<file path="config.mk">
export PLATFORM = sky130hd
export DESIGN_NAME = sha1_msg_sequencer
export DESIGN_NICKNAME = d
export VERILOG_FILES = /design/src/rtl/sha1_pkg.sv /design/src/rtl/sha1_pad_block.sv /design/src/rtl/sha1_msg_sequencer.sv
export SDC_FILE = /design/constraint.sdc
export NUM_CORES = 2
export LEC_CHECK = 0
export CAP_MARGIN = 20
export CORE_AREA = 5 5 336 338
export DETAILED_ROUTE_END_ITERATION = 7
export DIE_AREA = 0 0 341 343
export PLACE_DENSITY = 0.62
export SLEW_MARGIN = 20
export SYNTH_ARGS = -nofsm -noshare
export SYNTH_HDL_FRONTEND = slang
export SYNTH_SLANG_ARGS = --single-unit
</file>
<file path="constraint.sdc">
create_clock -name clk -period 71.2 [get_ports clk]
set_clock_uncertainty 0.1 [all_clocks]
set_input_delay 14.24 -clock clk [delete_from_list [all_inputs] [get_ports clk]]
set_output_delay 14.24 -clock clk [all_outputs]
set_load 0.005 [all_outputs]
</file>
<file path="src/rtl/sha1_pkg.sv">
// Shared types and constants for the SHA-1 message sequencer and its padding logic.
package sha1_pkg;

  localparam int BLOCK_WORDS = 16;
  localparam int WORD_W      = 32;
  localparam int BLOCK_W     = BLOCK_WORDS * WORD_W;
  localparam int DIGEST_W    = 160;

  localparam logic [WORD_W-1:0]   PAD_MARKER = 32'h80000000;
  localparam logic [DIGEST_W-1:0] SHA1_IV    = {32'h67452301, 32'hEFCDAB89, 32'h98BADCFE,
                                                32'h10325476, 32'hC3D2E1F0};

  typedef enum logic [2:0] {IDLE, FILL, RUN, PAD, LEN_BLK, ERR} state_e;

  typedef enum logic [1:0] {PM_FINAL, PM_OVERFLOW, PM_LEN_ONLY} pad_mode_e;

  // Keep the first n message bytes of the last word and place 0x80 right after them;
  // n == 0 stands for a full word, so the marker occupies a fresh word.
  function automatic logic [WORD_W-1:0] mark_word(input logic [WORD_W-1:0] w,
                                                  input logic [1:0] n);
    logic [WORD_W-1:0] r;
    case (n)
      2'd1:    r = {w[31:24], 8'h80, 16'h0000};
      2'd2:    r = {w[31:16], 8'h80, 8'h00};
      2'd3:    r = {w[31:8], 8'h80};
      default: r = PAD_MARKER;
    endcase
    return r;
  endfunction

endpackage

</file>
<file path="src/rtl/sha1_pad_block.sv">
// Combinational construction of a padded SHA-1 block: final block with length,
// overflow block (marker only), or a length-only trailer block.
module sha1_pad_block
  import sha1_pkg::*;
(
  input  logic [BLOCK_W-1:0] blk_in,
  input  logic [4:0]         p,
  input  logic [1:0]         n,
  input  logic [63:0]        length,
  input  pad_mode_e          mode,
  output logic [BLOCK_W-1:0] blk_out
);

  logic [WORD_W-1:0] word_in;
  logic [WORD_W-1:0] word_out;

  always_comb begin
    blk_out  = '0;
    word_in  = '0;
    word_out = '0;
    for (int i = 0; i < BLOCK_WORDS; i++) begin
      word_in  = blk_in[BLOCK_W - WORD_W*(i+1) +: WORD_W];
      word_out = '0;
      if (mode == PM_LEN_ONLY) begin
        // A message ending exactly on a block boundary still owes its marker.
        if (i == 0 && p == 5'd16) word_out = PAD_MARKER;
      end else if (5'(i) < p) begin
        word_out = word_in;
      end else if (5'(i) == p) begin
        word_out = mark_word(word_in, n);
      end
      if (mode != PM_OVERFLOW) begin
        if (i == 14) word_out = length[63:32];
        if (i == 15) word_out = length[31:0];
      end
      blk_out[BLOCK_W - WORD_W*(i+1) +: WORD_W] = word_out;
    end
  end

endmodule

</file>
<file path="src/rtl/sha1_msg_sequencer.sv">
// Streams a byte message into a single-block SHA-1 core: block assembly, padding,
// chaining, timeout supervision and final digest capture.
module sha1_msg_sequencer
  import sha1_pkg::*;
#(
  parameter int CORE_TIMEOUT = 1023,
  parameter int LEN_W        = 64
) (
  input  logic                clk,
  input  logic                reset,
  input  logic                abort,
  input  logic                in_valid,
  output logic                in_ready,
  input  logic [WORD_W-1:0]   in_data,
  input  logic                in_last,
  input  logic [1:0]          in_bytes,
  output logic                core_start,
  output logic                core_first,
  output logic [BLOCK_W-1:0]  core_block,
  input  logic                core_done,
  input  logic [DIGEST_W-1:0] core_digest,
  output logic [DIGEST_W-1:0] digest,
  output logic                digest_valid,
  output logic                busy,
  output logic                error
);

  localparam int TW = $clog2(CORE_TIMEOUT + 1);
  localparam logic [TW-1:0] TO_LAST = TW'(CORE_TIMEOUT - 1);

  state_e           state;
  logic [3:0]       wcnt;
  logic [LEN_W-1:0] len_q;
  logic [4:0]       p_q;
  logic [1:0]       n_q;
  logic             first_blk;
  logic             final_blk;
  logic             need_len;
  logic [TW-1:0]    tcnt;

  logic             accept;
  logic [5:0]       add_bits;
  logic [LEN_W-1:0] len_next;
  logic [8:0]       slot_lsb;
  logic [63:0]      len64;
  pad_mode_e        pad_mode;
  logic [BLOCK_W-1:0] pad_out;

  assign in_ready = (state == IDLE) || (state == FILL);
  assign busy     = (state != IDLE);
  assign accept   = in_valid && in_ready;
  assign add_bits = (in_last && in_bytes != 2'd0) ? {1'b0, in_bytes, 3'b000} : 6'd32;
  assign len_next = ((state == IDLE) ? '0 : len_q) + LEN_W'(add_bits);
  assign slot_lsb = {~wcnt, 5'b00000};
  assign len64    = 64'(len_q);
  assign pad_mode = (state == LEN_BLK) ? PM_LEN_ONLY :
                    (p_q <= 5'd13)     ? PM_FINAL : PM_OVERFLOW;

  sha1_pad_block u_pad (
    .blk_in  (core_block),
    .p       (p_q),
    .n       (n_q),
    .length  (len64),
    .mode    (pad_mode),
    .blk_out (pad_out)
  );

  always_ff @(posedge clk or posedge reset) begin
    if (reset) begin
      state        <= IDLE;
      wcnt         <= '0;
      len_q        <= '0;
      p_q          <= '0;
      n_q          <= '0;
      first_blk    <= 1'b0;
      final_blk    <= 1'b0;
      need_len     <= 1'b0;
      tcnt         <= '0;
      core_start   <= 1'b0;
      core_first   <= 1'b0;
      core_block   <= '0;
      digest       <= '0;
      digest_valid <= 1'b0;
      error        <= 1'b0;
    end else if (abort) begin
      state        <= IDLE;
      wcnt         <= '0;
      len_q        <= '0;
      p_q          <= '0;
      n_q          <= '0;
      first_blk    <= 1'b0;
      final_blk    <= 1'b0;
      need_len     <= 1'b0;
      tcnt         <= '0;
      core_start   <= 1'b0;
      core_first   <= 1'b0;
      core_block   <= '0;
      digest       <= '0;
      digest_valid <= 1'b0;
      error        <= 1'b0;
    end else begin
      core_start   <= 1'b0;
      digest_valid <= 1'b0;
      case (state)
        IDLE, FILL: begin
          if (accept) begin
            core_block[slot_lsb +: WORD_W] <= in_data;
            wcnt  <= wcnt + 4'd1;
            len_q <= len_next;
            if (state == IDLE) first_blk <= 1'b1;
            if (in_last) begin
              // Full last word pushes the marker into the following slot.
              p_q   <= {1'b0, wcnt} + {4'b0000, (in_bytes == 2'd0)};
              n_q   <= in_bytes;
              wcnt  <= '0;
              state <= PAD;
            end else if (wcnt == 4'd15) begin
              core_start <= 1'b1;
              core_first <= (state == IDLE) ? 1'b1 : first_blk;
              final_blk  <= 1'b0;
              need_len   <= 1'b0;
              tcnt       <= '0;
              state      <= RUN;
            end else begin
              state <= FILL;
            end
          end
        end
        PAD: begin
          core_block <= pad_out;
          core_start <= 1'b1;
          core_first <= first_blk;
          tcnt       <= '0;
          final_blk  <= (p_q <= 5'd13);
          need_len   <= (p_q > 5'd13);
          state      <= RUN;
        end
        RUN: begin
          if (core_done) begin
            if (final_blk) begin
              digest       <= core_digest;
              digest_valid <= 1'b1;
              final_blk    <= 1'b0;
              state        <= IDLE;
            end else begin
              first_blk <= 1'b0;
              state     <= need_len ? LEN_BLK : FILL;
            end
          end else if (tcnt == TO_LAST) begin
            error <= 1'b1;
            state <= ERR;
          end else begin
            tcnt <= tcnt + TW'(1);
          end
        end
        LEN_BLK: begin
          core_block <= pad_out;
          core_start <= 1'b1;
          core_first <= first_blk;
          tcnt       <= '0;
          final_blk  <= 1'b1;
          need_len   <= 1'b0;
          state      <= RUN;
        end
        ERR: begin
          state <= ERR;
        end
        default: state <= IDLE;
      endcase
    end
  end

endmodule
</file>
==> impl_metrics.toml <==
[clock_network]
ctsLongestPathBuffers = 3
cts_hold_buf = 0
cts_tree = "yes"
clkSlewWorstSetupHoldPaths_ns = 0.06
cts_num_sinks = 764
worst_skew_pair.late_latency_ns = 0.67
cts_buffers = 87
h-tree-depth = 3
cts_setup_buffers = 0
root_buffer = "clkbuf_16"
cts_resized = 0

[grt]
antenna_found_initial = 16
grt_max_degree = 161
grt_overflow = 0
grt_pass1_vias = 28900
grt.total_usage_pct = 25.9
grt_pass1_wl_mm = 221

[final_layout]
area_delta_synth_final_pct = 38.7
drive_gt1_share_pct = 9.09
final_nets = 4221

[synthesis]
synth-edff-count = 0
synth-main-ff-cell = "dfrtp_1"
synth_top_cell_by_area = "dfrtp_1"
synth_fp_nets = 3444
synth_top_cell_area_share_pct = 56.6
yosys_warnings = 0
syn_avg_cell_area_um2 = 10.4
syn_area_um2 = 33800
syn_inst = 3233
yosysUniqueCellTypes = 101
ys_ff_latch = 764
synth_seq_area_share_pct = 56.6
synth_area_leaders = "dfrtp_1, a22o_1, nand2_1, o21ai_0, a21oi_1"
synthArstFlopShare_pct = 100

[drt]
drc = 0
first_pass_iters = 6
drt-total-wl_mm = 159
vias = 30200
ant_nets = 0
vias_per_cell = 5.46
initialDrtViolationCount = 2879
drt-wirelength-per-cell_um = 28.8
met1_length_mm = 64.8
maxUsedRoutingLayer = "met5"
routed-wl-met3_mm = 16.2
route.met2.wl_mm = 72.7

[place]
dp_slack_ns = 51.68
portBuffers = 877
globalplace.congestion = 0.914
place_hpwl_mm = 116

[timing]
hold_viol = 0
min_period_ns = 18.62
rsz0062_at_grt = "no"
post-route-period-util_pct = 26.2
slew_violations = 0
timing.fmax_ghz = 0.0537
worst_slew_pin_slew_ns = 1.16
setup_slack_ns = 52.58
max_slew_margin_pct = 22.3
setup-violations-final = 0
fin_tns_setup_ns = 0

[power_and_ir_drop]
pwr_density_cell_nw_per_um2 = 22.9
internal-power_uw = 770
swShare_pct = 28.3
p_leak_nw = 19.6
combPwrFrac_pct = 13.8
peakVddDrop_uv = 17.2
seqPwrFrac_pct = 42.4
switching_power_uw = 304
clkPwrFrac_pct = 43.8

[die]
start_util_pct = 30.8
core.rowCount = 122
die_h_um = 343
num_io_pins = 878
die_w_um = 341
die_area_um2 = 117000
core_um2 = 110000

[worst_setup_path]
cp_data_required_time_ns = 71.77
slowest_stage = "buf_4"
crit_top_cell = "buf_4"
worstPathCellList = "clkdlybuf4s50_1 > inv_8 > buf_4 > buf_4 > buf_4 > buf_4 > buf_4"
crit_arrival_ns = 19.19
cpPeakStageDelay_ns = 0.83
critPathLaunchType = "input pin"
crit_buf_inv = 7
cp_max_fo = 92
critPathKind = "input pin to async pin"
path_delay_family = "buffers and inverters"
end_kind = "async pin"

[job]
cap_violations = 0

[hold_path]
hp-class = "flop to flop"

[status]
status = "finished, final reports clean"
-- final timing paths --
| check | end | slack [ns] | cells past startpoint | from |
|---|---|---|---|---|
| setup / recovery | digest[61]$_DFFE_PP0P_ | 52.58 | 7 | reset |
| hold reg to reg | core_block[256]$_DFFE_PP0P_ | 0.37 | 2 | core_block[256]$_DFFE_PP0P_ |
| hold / removal | core_block[256]$_DFFE_PP0P_ | 0.37 | 2 | core_block[256]$_DFFE_PP0P_ |
| min in group asynchronous | core_block[124]$_DFFE_PP0P_ | 13.94 | 2 | reset |
| setup reg to reg | len64[49]$_DFFE_PP0P_ | 66.50 | 12 | state[0]$_DFFE_PP0P_ |
| max in group clk | busy | 53.67 | 5 | state[0]$_DFFE_PP0P_ |
-- stage by stage --
| step | hold slack, ns | area (um^2) | utilization, % | std cells | total power [mW] |
|---|---|---|---|---|---|
| 4_1_cts | 0.371 | 46800 | 42.6 | 5506 | 1.08 |
| 6_report | 0.365 | 46800 | 42.7 | 5522 | 1.07 |
| 5_1_grt | 0.389 | 46800 | 42.7 | 5513 | 1.11 |
| 3_3_place_gp | 0.355 | 43800 | 39.9 | 5345 | 0.610 |
| 2_1_floorplan | 0.355 | 33800 | - | 3233 | 0.532 |
| 3_5_place_dp | 0.357 | 43800 | 39.9 | 5346 | 0.612 |
-- cell usage after synthesis (18+ instances only) --
library cell,instances
and2_1,26
o31ai_1,27
clkbuf_1,146
a21oi_1,138
mux2i_1,53
nand4_1,37
inv_1,130
o21ai_1,23
a22o_1,294
nor2_1,124
o21ai_0,257
mux2_2,57
or3_1,19
and3_1,18
buf_2,86
nand3_1,99
a32o_1,34
nor3_1,29
dfrtp_1,764
a22oi_1,38
a31oi_1,30
nand2_1,504
-- power by group through the flow --
stage	Clock, mW	Combinational (mW)	Sequential (mW)
global placement	0	0.147	0.463
global route	0.495	0.159	0.456
detailed placement	0	0.149	0.463
finish	0.470	0.149	0.455
CTS	0.480	0.149	0.455
floorplan	0	0.0712	0.461
-- worst register-to-register path: cells and delay by family (launching register included) --
kind                     cells  cell delay [ns]
AO/OA/AOI/OAI                2             0.45
adder cells (fa/ha/maj)      1             0.37
buffers and inverters        3             0.93
flip-flops                   1             0.71
AND/OR/NAND/NOR              6             2.07
-- placed cells by master (no fill, tap or decap), types with 17 or more instances in the layout --
cell / count
and2_1: 26
nor3_1: 28
o31ai_1: 27
o21ai_0: 257
nor2_1: 121
clkbuf_16: 90
nand4_1: 37
mux2i_1: 53
buf_4: 69
dfrtp_1: 764
and3_1: 17
clkbuf_8: 20
a22oi_1: 38
o21ai_1: 22
a21oi_1: 138
inv_1: 129
nand2_1: 503
a31oi_1: 28
a32o_1: 34
nand3_1: 99
clkinv_2: 20
a22o_1: 294
mux2_2: 57
or3_1: 18
clkdlybuf4s50_1: 873
-- registers in the layout (all words and copies together), names as in the netlist, 2 cells and up --
signal / flops
tcnt: 10
digest: 160
n_q: 2
p_q: 5
core_block: 512
state: 3
wcnt: 4
len64: 61
-- area by class of cell --
class | instances | area, um^2
Fill cell | 10500 | 62900
Multi-Input combinational cell | 2076 | 13100
Inverter | 132 | 503
Clock inverter | 38 | 385
Tap cell | 1426 | 1780
Timing Repair Buffer | 949 | 9320
Sequential cell | 764 | 19100
Antenna cell | 15 | 37.5
Clock buffer | 122 | 2570
-- kinds of logic (layout without fill, tap and decap cells) --
logic type	Yosys count	in the layout	synth area share [%]
AOI/OAI and AO/OA	979	979	20.6
and+or+nand+nor	969	969	13.8
DFF	764	764	56.6
buffers and inverters	393	1241	4.91
muxes	111	111	3.52
adders and majority gates	11	11	0.430
xor gates and xnor gates	6	6	0.156
other	0	15	0
-- layer usage --
layer | GRT usage, % | up-vias
li1 | - | 13200
met1 | 34.1 | 15300
met2 | 40.6 | 1429
met3 | 8.44 | 237
met4 | 8.04 | 8
met5 | 0.940 | -
Note: power is estimated with default switching activity, not from simulation.
